===== config.mk =====
export PLATFORM = sky130hd
export DESIGN_NAME = mio_arbiter
export DESIGN_NICKNAME = d
export VERILOG_FILES = /design/src/rtl/mio_arbiter.sv
export SDC_FILE = /design/constraint.sdc
export NUM_CORES = 1
export LEC_CHECK = 0
export BUFFER_PORTS_ARGS = -buffer_cell sky130_fd_sc_hd__buf_2
export CORE_ASPECT_RATIO = 0.8
export CORE_MARGIN = 2
export CORE_UTILIZATION = 43
export DETAILED_ROUTE_END_ITERATION = 7
export PLACE_DENSITY = 0.77
export SYNTH_ARGS = -nofsm -noshare
export SYNTH_HDL_FRONTEND = slang
export SYNTH_SLANG_ARGS = --single-unit

===== constraint.sdc =====
create_clock -name clk -period 5.16 [get_ports clk]
set_clock_uncertainty 0.2 [all_clocks]
set_input_delay 1.548 -clock clk [delete_from_list [all_inputs] [get_ports clk]]
set_output_delay 1.548 -clock clk [all_outputs]
set_load 0.01 [all_outputs]

===== src/rtl/mio_arbiter.sv =====
// Two-port round-robin arbiter that sequences one fixed-latency access at a time
// to a synchronous memory and returns registered read data plus a ready pulse per port.
module mio_arbiter #(
    parameter int ADDR_W  = 32,
    parameter int DATA_W  = 32,
    parameter int MEM_LAT = 2
) (
    input  logic              clk,
    input  logic              reset,
    input  logic              cpu_req,
    input  logic              cpu_we,
    input  logic [ADDR_W-1:0] cpu_addr,
    input  logic [DATA_W-1:0] cpu_wdata,
    output logic [DATA_W-1:0] cpu_rdata,
    output logic              cpu_ready,
    input  logic              dev_req,
    input  logic              dev_we,
    input  logic [ADDR_W-1:0] dev_addr,
    input  logic [DATA_W-1:0] dev_wdata,
    output logic [DATA_W-1:0] dev_rdata,
    output logic              dev_ready,
    output logic              mem_en,
    output logic              mem_we,
    output logic [ADDR_W-1:0] mem_addr,
    output logic [DATA_W-1:0] mem_wdata,
    input  logic [DATA_W-1:0] mem_rdata,
    output logic [1:0]        grant,
    output logic              busy
);

    localparam int CNT_W = (MEM_LAT > 1) ? $clog2(MEM_LAT) : 1;

    typedef enum logic [1:0] {
        IDLE = 2'd0,
        BUSY = 2'd1,
        CAPT = 2'd2,
        RESP = 2'd3
    } state_t;

    state_t            state, state_nxt;
    logic [CNT_W-1:0]  cnt;
    logic [1:0]        grant_q;
    logic              last_dev;     // 1 = dev owned the previous access
    logic              first_q;      // marks the first BUSY cycle, where mem_en fires
    logic              we_q;
    logic [ADDR_W-1:0] addr_q;
    logic [DATA_W-1:0] wdata_q;
    logic              pick_cpu;
    logic              pick_dev;

    // NOTE: sequential state uses non-blocking assignments so every register
    // samples the pre-edge values, independent of statement order.
    always_ff @(posedge clk or posedge reset) begin
        if (reset) state <= IDLE;
        else       state <= state_nxt;
    end

    // NOTE: every signal driven here gets a default first so no path through
    // the case leaves it unassigned, which would infer a latch.
    always_comb begin
        state_nxt = state;
        pick_cpu  = 1'b0;
        pick_dev  = 1'b0;
        case (state)
            IDLE: begin
                // On a tie the port that did not own the last access wins.
                if (cpu_req && (!dev_req || last_dev)) begin
                    pick_cpu  = 1'b1;
                    state_nxt = BUSY;
                end else if (dev_req) begin
                    pick_dev  = 1'b1;
                    state_nxt = BUSY;
                end
            end
            BUSY:    if (cnt == '0) state_nxt = CAPT;
            CAPT:    state_nxt = RESP;
            RESP:    state_nxt = IDLE;
            default: state_nxt = IDLE;
        endcase
    end

    always_ff @(posedge clk or posedge reset) begin
        if (reset) begin
            cnt       <= '0;
            grant_q   <= 2'b00;
            last_dev  <= 1'b1;
            first_q   <= 1'b0;
            we_q      <= 1'b0;
            addr_q    <= '0;
            wdata_q   <= '0;
            cpu_rdata <= '0;
            dev_rdata <= '0;
        end else begin
            case (state)
                IDLE: begin
                    if (pick_cpu || pick_dev) begin
                        grant_q  <= {pick_dev, pick_cpu};
                        last_dev <= pick_dev;
                        we_q     <= pick_cpu ? cpu_we    : dev_we;
                        addr_q   <= pick_cpu ? cpu_addr  : dev_addr;
                        wdata_q  <= pick_cpu ? cpu_wdata : dev_wdata;
                        cnt      <= CNT_W'(MEM_LAT - 1);
                        first_q  <= 1'b1;
                    end
                end
                BUSY: begin
                    first_q <= 1'b0;
                    if (cnt != '0) cnt <= cnt - CNT_W'(1);
                end
                CAPT: begin
                    if (!we_q) begin
                        if (grant_q[0])      cpu_rdata <= mem_rdata;
                        else if (grant_q[1]) dev_rdata <= mem_rdata;
                    end
                end
                RESP:    grant_q <= 2'b00;
                default: grant_q <= 2'b00;
            endcase
        end
    end

    // Bus outputs decode from state so reset forces them low without a clock.
    assign mem_en    = (state == BUSY) && first_q;
    assign mem_we    = mem_en && we_q;
    assign mem_addr  = (state == BUSY) ? addr_q  : '0;
    assign mem_wdata = (state == BUSY) ? wdata_q : '0;
    assign grant     = grant_q;
    assign busy      = (state != IDLE);
    assign cpu_ready = (state == RESP) && grant_q[0];
    assign dev_ready = (state == RESP) && grant_q[1];

endmodule


==> results.yml, run 1 <==
run_status:
  status: "finished, final reports clean"
yosys:
  synth_warnings: 0
  synth_compound_area_share_pct: 15.50
  syn_nets: 858
  synthSimpleGateAreaFrac_pct: 17.17
  synth_top_family_by_area: "simple AND/OR/NAND/NOR gates"
  ys_seq_elements: 135
  synth_xor_area_share_pct: 0
  yosysSeqAreaShare_pct: 50.51
  ys_top_cells_by_area: "dfrtp_1 (50%), mux2_2 (7.2%), and2_1 (6.3%)"
  synth_cell_types: 27
  synth_top_area_cell: "dfrtp_1"
  yosys.area_share.adder_pct: 0.9351
  synth_area_sq_um: 6690
  synth_top_area_share_pct: 50.12
  syn-mean-instance-area_sq_um: 9.738
  synth_mux_area_share_pct: 11.09
  netlist_instances: 687
clock_network:
  cts-resized-gates: 0
  clk_pin_slew_ns: 0.06
  root_buffer: "clkbuf_16"
  cts_hold_buffers: 0
  ctsLongestPathBuffers: 2
  h-tree-depth: 4
  cts_buffers: 17
  cts_tree: "done"
  insertion_delay_ns: 0.41
  cts_num_sinks: 135
  cts_setup_buffers: 0
layout:
  multi_input_area_sq_um: 3010
  syn_to_final_growth_pct: 32.00
  nets: 1126
  utilization_pct: 58.43
  num-fill-cells: 1347
  regArea_sq_um: 3379
  drive_gt1_share_pct: 40.50
  final_cell_area_sq_um: 8831
  diodes: 0
critical_path:
  cp_data_required_time_ns: 3.41
  startpoint: "state[1]$_DFFE_PP0P_"
  rr_worst_depth: 6
  start_kind: "flip-flop"
  r2r_slack_ns: 2.39
  endpoint: "mem_en"
  path_class: "flip-flop to output port"
  crit_path_end_kind: "output port"
  r2r_start: "state[0]$_DFFE_PP0P_"
  r2r_end: "wdata_q[8]$_DFFE_PP0P_"
  cp.arrival_ns: 2.27
  crit_fanout: 67
floorplanning:
  die_w_um: 143.5
  io_pins: 301
  die_area_sq_um: 16580
  core_sq_um: 15110
  start_util_pct: 44.26
  die_h_um: 115.6
  rows: 40
global_routing:
  grt_pass1_vias: 5856
  grt_max_degree: 84
  grt_first_pass_wirelength_um: 29360
  gr-total-overflow: 0
  track_usage_pct: 22.53
  antenna_found_initial: 0
routing:
  drt-wirelength-per-cell_um: 15.97
  ant_nets: 0
  drc: 0
  first_pass_iters: 4
  drt_iter0_drc: 286
  routed_via_density: 5.025
  vias: 5919
  routed_wl_um: 18810
run:
  drv_cap: 0
pwr:
  leakage_uw: 0.004350
  peakVddDrop_mv: 0.2926
  p_per_area_nw_per_um2: 577.7
timing:
  slew_headroom_pct: 23.35
  setup_viol: 0
  slew_violations: 0
  rsz0062_at_grt: "no"
  period_needed_ns: 4.022
  final-hold-violation-count: 0
  tightest_slew_ns: 1.150
  tns_ns: 0
  fmax_mhz: 248.7
  fin_crit_sh_pct: 77.94
worst_hold_path:
  worstHoldPathCells: 2
  hp-class: "flip-flop to flip-flop"
place:
  gp_congestion: 0.8173
  dpl.hpwl_um: 12920
  io_buffers: 300
  placedInstanceArea_sq_um: 8245
## logic make-up (layout without fill, tap and decap cells)
group	after synthesis	after routing
simple gates	211	211
compound gates	206	206
flops	135	135
mux	66	66
buf+inv	64	345
fa+ha+maj	5	5
## per-layer routing
| layer | up-vias | track usage, % | wire length (um) |
|---|---|---|---|
| li1 | 2854 | - | - |
| met1 | 2803 | 26.89 | 7622 |
| met4 | 0 | 6.928 | 298 |
| met3 | 28 | 7.562 | 1672 |
| met5 | - | 0 | 0 |
| met2 | 234 | 38.83 | 9221 |
## per-stage QoR
step                cells  hold slack [ns]  power [uW]  setup WS, ns
floorplan             687           0.2418        3161         1.734
global placement     1146           0.2558        3870         1.527
detailed placement   1146           0.2668        3944         1.498
CTS                  1178           0.2810        5158         1.056
global route         1178           0.2925        5487        0.9128
finish               1178           0.2745        5102         1.138
## worst max-delay path, cell delays in order, from the launching register on
cell     delay [ns]
dfrtp_1        0.40
inv_1          0.12
ha_2           0.89
and2_1         0.29
buf_2          0.15
## state kept, by name, indices dropped and copies added (netlist names)
name and count:
cnt 1, dev_rdata 32, last_dev 1, state 2
wdata_q 32, addr_q 32, we_q 1, cpu_rdata 32
grant 2
## synthesized netlist by cell type
master,number
buf_4,6
a31oi_1,1
a21o_1,1
and2_1,67
nand2_1,67
nand3b_1,1
a21oi_1,70
nor2_2,1
mux2_2,43
buf_2,28
dfstp_2,1
mux2_1,22
inv_1,6
dfrtp_1,134
o21ai_1,74
clkbuf_1,21
and4bb_2,1
o21a_1,1
nor2_1,4
ha_1,5
mux2i_1,1
nand2b_1,66
nand3_1,2
o21ai_0,59
buf_6,3
and3_1,1
and2b_1,1
## layout make-up
type / instances / area share [%]
Sequential cell: 135 / 38.27
Tap cell: 210 / 2.975
Multi-Input combinational cell: 488 / 34.09
Clock inverter: 15 / 1.814
Clock buffer: 17 / 4.817
Timing Repair Buffer: 307 / 17.74
Inverter: 6 / 0.2975
## worst min path at each step
stage	from	to	slack [ns]
6_report	wdata_q[9]$_DFFE_PP0P_	wdata_q[9]$_DFFE_PP0P_	0.27
5_1_grt	dev_rdata[4]$_DFFE_PP0P_	dev_rdata[4]$_DFFE_PP0P_	0.29
4_1_cts	wdata_q[9]$_DFFE_PP0P_	wdata_q[9]$_DFFE_PP0P_	0.28
3_5_place_dp	wdata_q[9]$_DFFE_PP0P_	wdata_q[9]$_DFFE_PP0P_	0.27
3_3_place_gp	wdata_q[0]$_DFFE_PP0P_	wdata_q[0]$_DFFE_PP0P_	0.26
2_1_floorplan	addr_q[30]$_DFFE_PP0P_	addr_q[30]$_DFFE_PP0P_	0.24
## power breakdown
group | internal, uW | switching (uW) | total [uW]
sequential | 1590 | 275 | 1870
clock | 686 | 513 | 1200
combinational | 880 | 1160 | 2040
## cells in the final DEF (no fill, tap or decap)
cell        count
a21oi_1        70
clkinv_4        2
nand2_1        67
nand2b_2        1
clkbuf_16      17
o21ai_4         1
nor2_1          4
mux2_1         22
bufinv_16       1
clkinv_8        1
and2b_2         1
dfrtp_1       134
and3_1          1
clkinv_2        2
and4bb_2        1
and2_2          1
dfstp_2         1
buf_2         300
nor2_2          1
mux2_2         43
and2_1         66
nand2b_1       65
a21o_1          1
inv_8           3
nand3b_1        1
buf_12          1
ha_2            1
o21a_2          1
o21ai_0        59
inv_1           5
nand3_1         2
inv_6           6
buf_4           6
ha_1            4
o21ai_1        73
mux2i_1         1
clkinvlp_4      1
a31oi_1         1
(Power assumes the default switching activity.)
==> inputs of run 2 (changes only) <==
==> constraint.sdc (replaced) <==
create_clock -name clk -period 3.3 [get_ports clk]
set_clock_uncertainty 0.2 [all_clocks]
set_input_delay 0.99 -clock clk [delete_from_list [all_inputs] [get_ports clk]]
set_output_delay 0.99 -clock clk [all_outputs]
set_load 0.01 [all_outputs]
==> results.yml, run 2 (same netlist as run 1, synthesis figures left out) <==
run_status:
  status: "finished, final reports clean"
critical_path:
  cp_data_required_time_ns: 2.11
  rr_worst_depth: 6
  endpoint: "mem_wdata[6]"
  startpoint: "state[1]$_DFFE_PP0P_"
  crit_path_end_kind: "output port"
  crit_fanout: 34
  cp.arrival_ns: 1.74
  r2r_end: "wdata_q[0]$_DFFE_PP0P_"
  path_class: "flip-flop to output port"
  r2r_start: "state[0]$_DFFE_PP0P_"
  r2r_slack_ns: 0.87
  start_kind: "flip-flop"
clock_network:
  h-tree-depth: 4
  cts_num_sinks: 135
  cts_buffers: 17
  cts_setup_buffers: 0
  cts_tree: "done"
  clk_pin_slew_ns: 0.06
  root_buffer: "clkbuf_16"
  ctsLongestPathBuffers: 2
  insertion_delay_ns: 0.41
  cts-resized-gates: 0
  cts_hold_buffers: 0
routing:
  drt_iter0_drc: 221
  wl_met1_um: 7928
  vias: 5907
  drc: 0
  ant_nets: 0
  dr_wl_met2_um: 9338
  drt-wirelength-per-cell_um: 16.16
  first_pass_iters: 4
  wl_met3_um: 1557
  routed_via_density: 4.976
  maxUsedRoutingLayer: "met5"
  routed_wl_um: 19190
timing:
  setup_viol: 0
  fin_crit_sh_pct: 88.89
  tns_ns: 0
  rsz0062_at_grt: "no"
  slew_headroom_pct: 52.54
  fmax_mhz: 340.9
  final-hold-violation-count: 0
  tightest_slew_ns: 0.7119
  slew_violations: 0
  period_needed_ns: 2.934
place:
  dp_cells: 1154
  io_buffers: 300
  placedInstanceArea_sq_um: 8343
  dpl.hpwl_um: 13670
  gp_congestion: 0.8251
global_routing:
  track_usage_pct: 22.70
  grt_pass1_vias: 5742
  antenna_found_initial: 2
  grt_max_degree: 61
  gr-total-overflow: 0
  grt_first_pass_wirelength_um: 28980
floorplanning:
  rows: 40
  start_util_pct: 44.26
  die_w_um: 143.5
  core_sq_um: 15110
  die_area_sq_um: 16580
  io_pins: 301
  die_h_um: 115.6
layout:
  instances_no_fill: 1187
  final_common_cell: "buf_2"
  nets: 1134
  syn_to_final_growth_pct: 33.83
  utilization_pct: 59.24
  final_cell_area_sq_um: 8954
  drive_gt1_share_pct: 40.98
  final_cell_mix: "buf_2 (300), dfrtp_1 (134), o21ai_1 (73), a21oi_1 (70), nand2_1 (67)"
worst_hold_path:
  hp-class: "flip-flop to flip-flop"
  worstHoldPathCells: 2
pwr:
  p_per_area_nw_per_um2: 906.9
  leakage_uw: 0.004403
  peakVddDrop_mv: 0.3850
run:
  drv_cap: 0
-- run 2: layer usage --
layer / GRT usage, % / vias up
li1: - / 2876
met1: 26.65 / 2777
met2: 39.11 / 226
met3: 7.893 / 24
met4: 7.712 / 4
met5: 0 / -
-- run 2: worst min-delay path by stage --
stage	end	from
2_1_floorplan	addr_q[30]$_DFFE_PP0P_	addr_q[30]$_DFFE_PP0P_
3_3_place_gp	addr_q[31]$_DFFE_PP0P_	addr_q[31]$_DFFE_PP0P_
3_5_place_dp	addr_q[9]$_DFFE_PP0P_	addr_q[9]$_DFFE_PP0P_
4_1_cts	addr_q[9]$_DFFE_PP0P_	addr_q[9]$_DFFE_PP0P_
5_1_grt	dev_rdata[24]$_DFFE_PP0P_	dev_rdata[24]$_DFFE_PP0P_
6_report	addr_q[10]$_DFFE_PP0P_	addr_q[10]$_DFFE_PP0P_
-- run 2: cell type report --
type | instances | area, sq um
fill | 1341 | 6161
sequential | 135 | 3379
multi-input combinational | 488 | 3010
timing repair buffer | 315 | 1664
clock buffer | 17 | 425.4
tap | 210 | 262.8
clock inverter | 15 | 182.7
inverter | 6 | 26.28
antenna | 1 | 2.502
-- run 2: worst max-delay path, stage by stage, from the launching register on --
cell	delay (ns)
dfrtp_1	0.41
inv_1	0.11
ha_2	0.18
buf_4	0.28
and2_1	0.21
buf_2	0.14
-- run 2: power by group --
group | internal, uW | switching [uW]
registers | 2490 | 432
clock network | 1090 | 838
logic | 1440 | 1840
-- run 2: stage by stage --
step / hold WS (ns) / total power [uW] / worst slack, ns
after CTS: 0.2817 / 8209 / 0.3073
after detailed placement: 0.2673 / 6260 / 0.7591
after global routing: 0.2984 / 8713 / 0.2268
final: 0.2769 / 8120 / 0.3665
after global placement: 0.2575 / 6153 / 0.7869
after floorplan: 0.2418 / 4942 / 0.4317
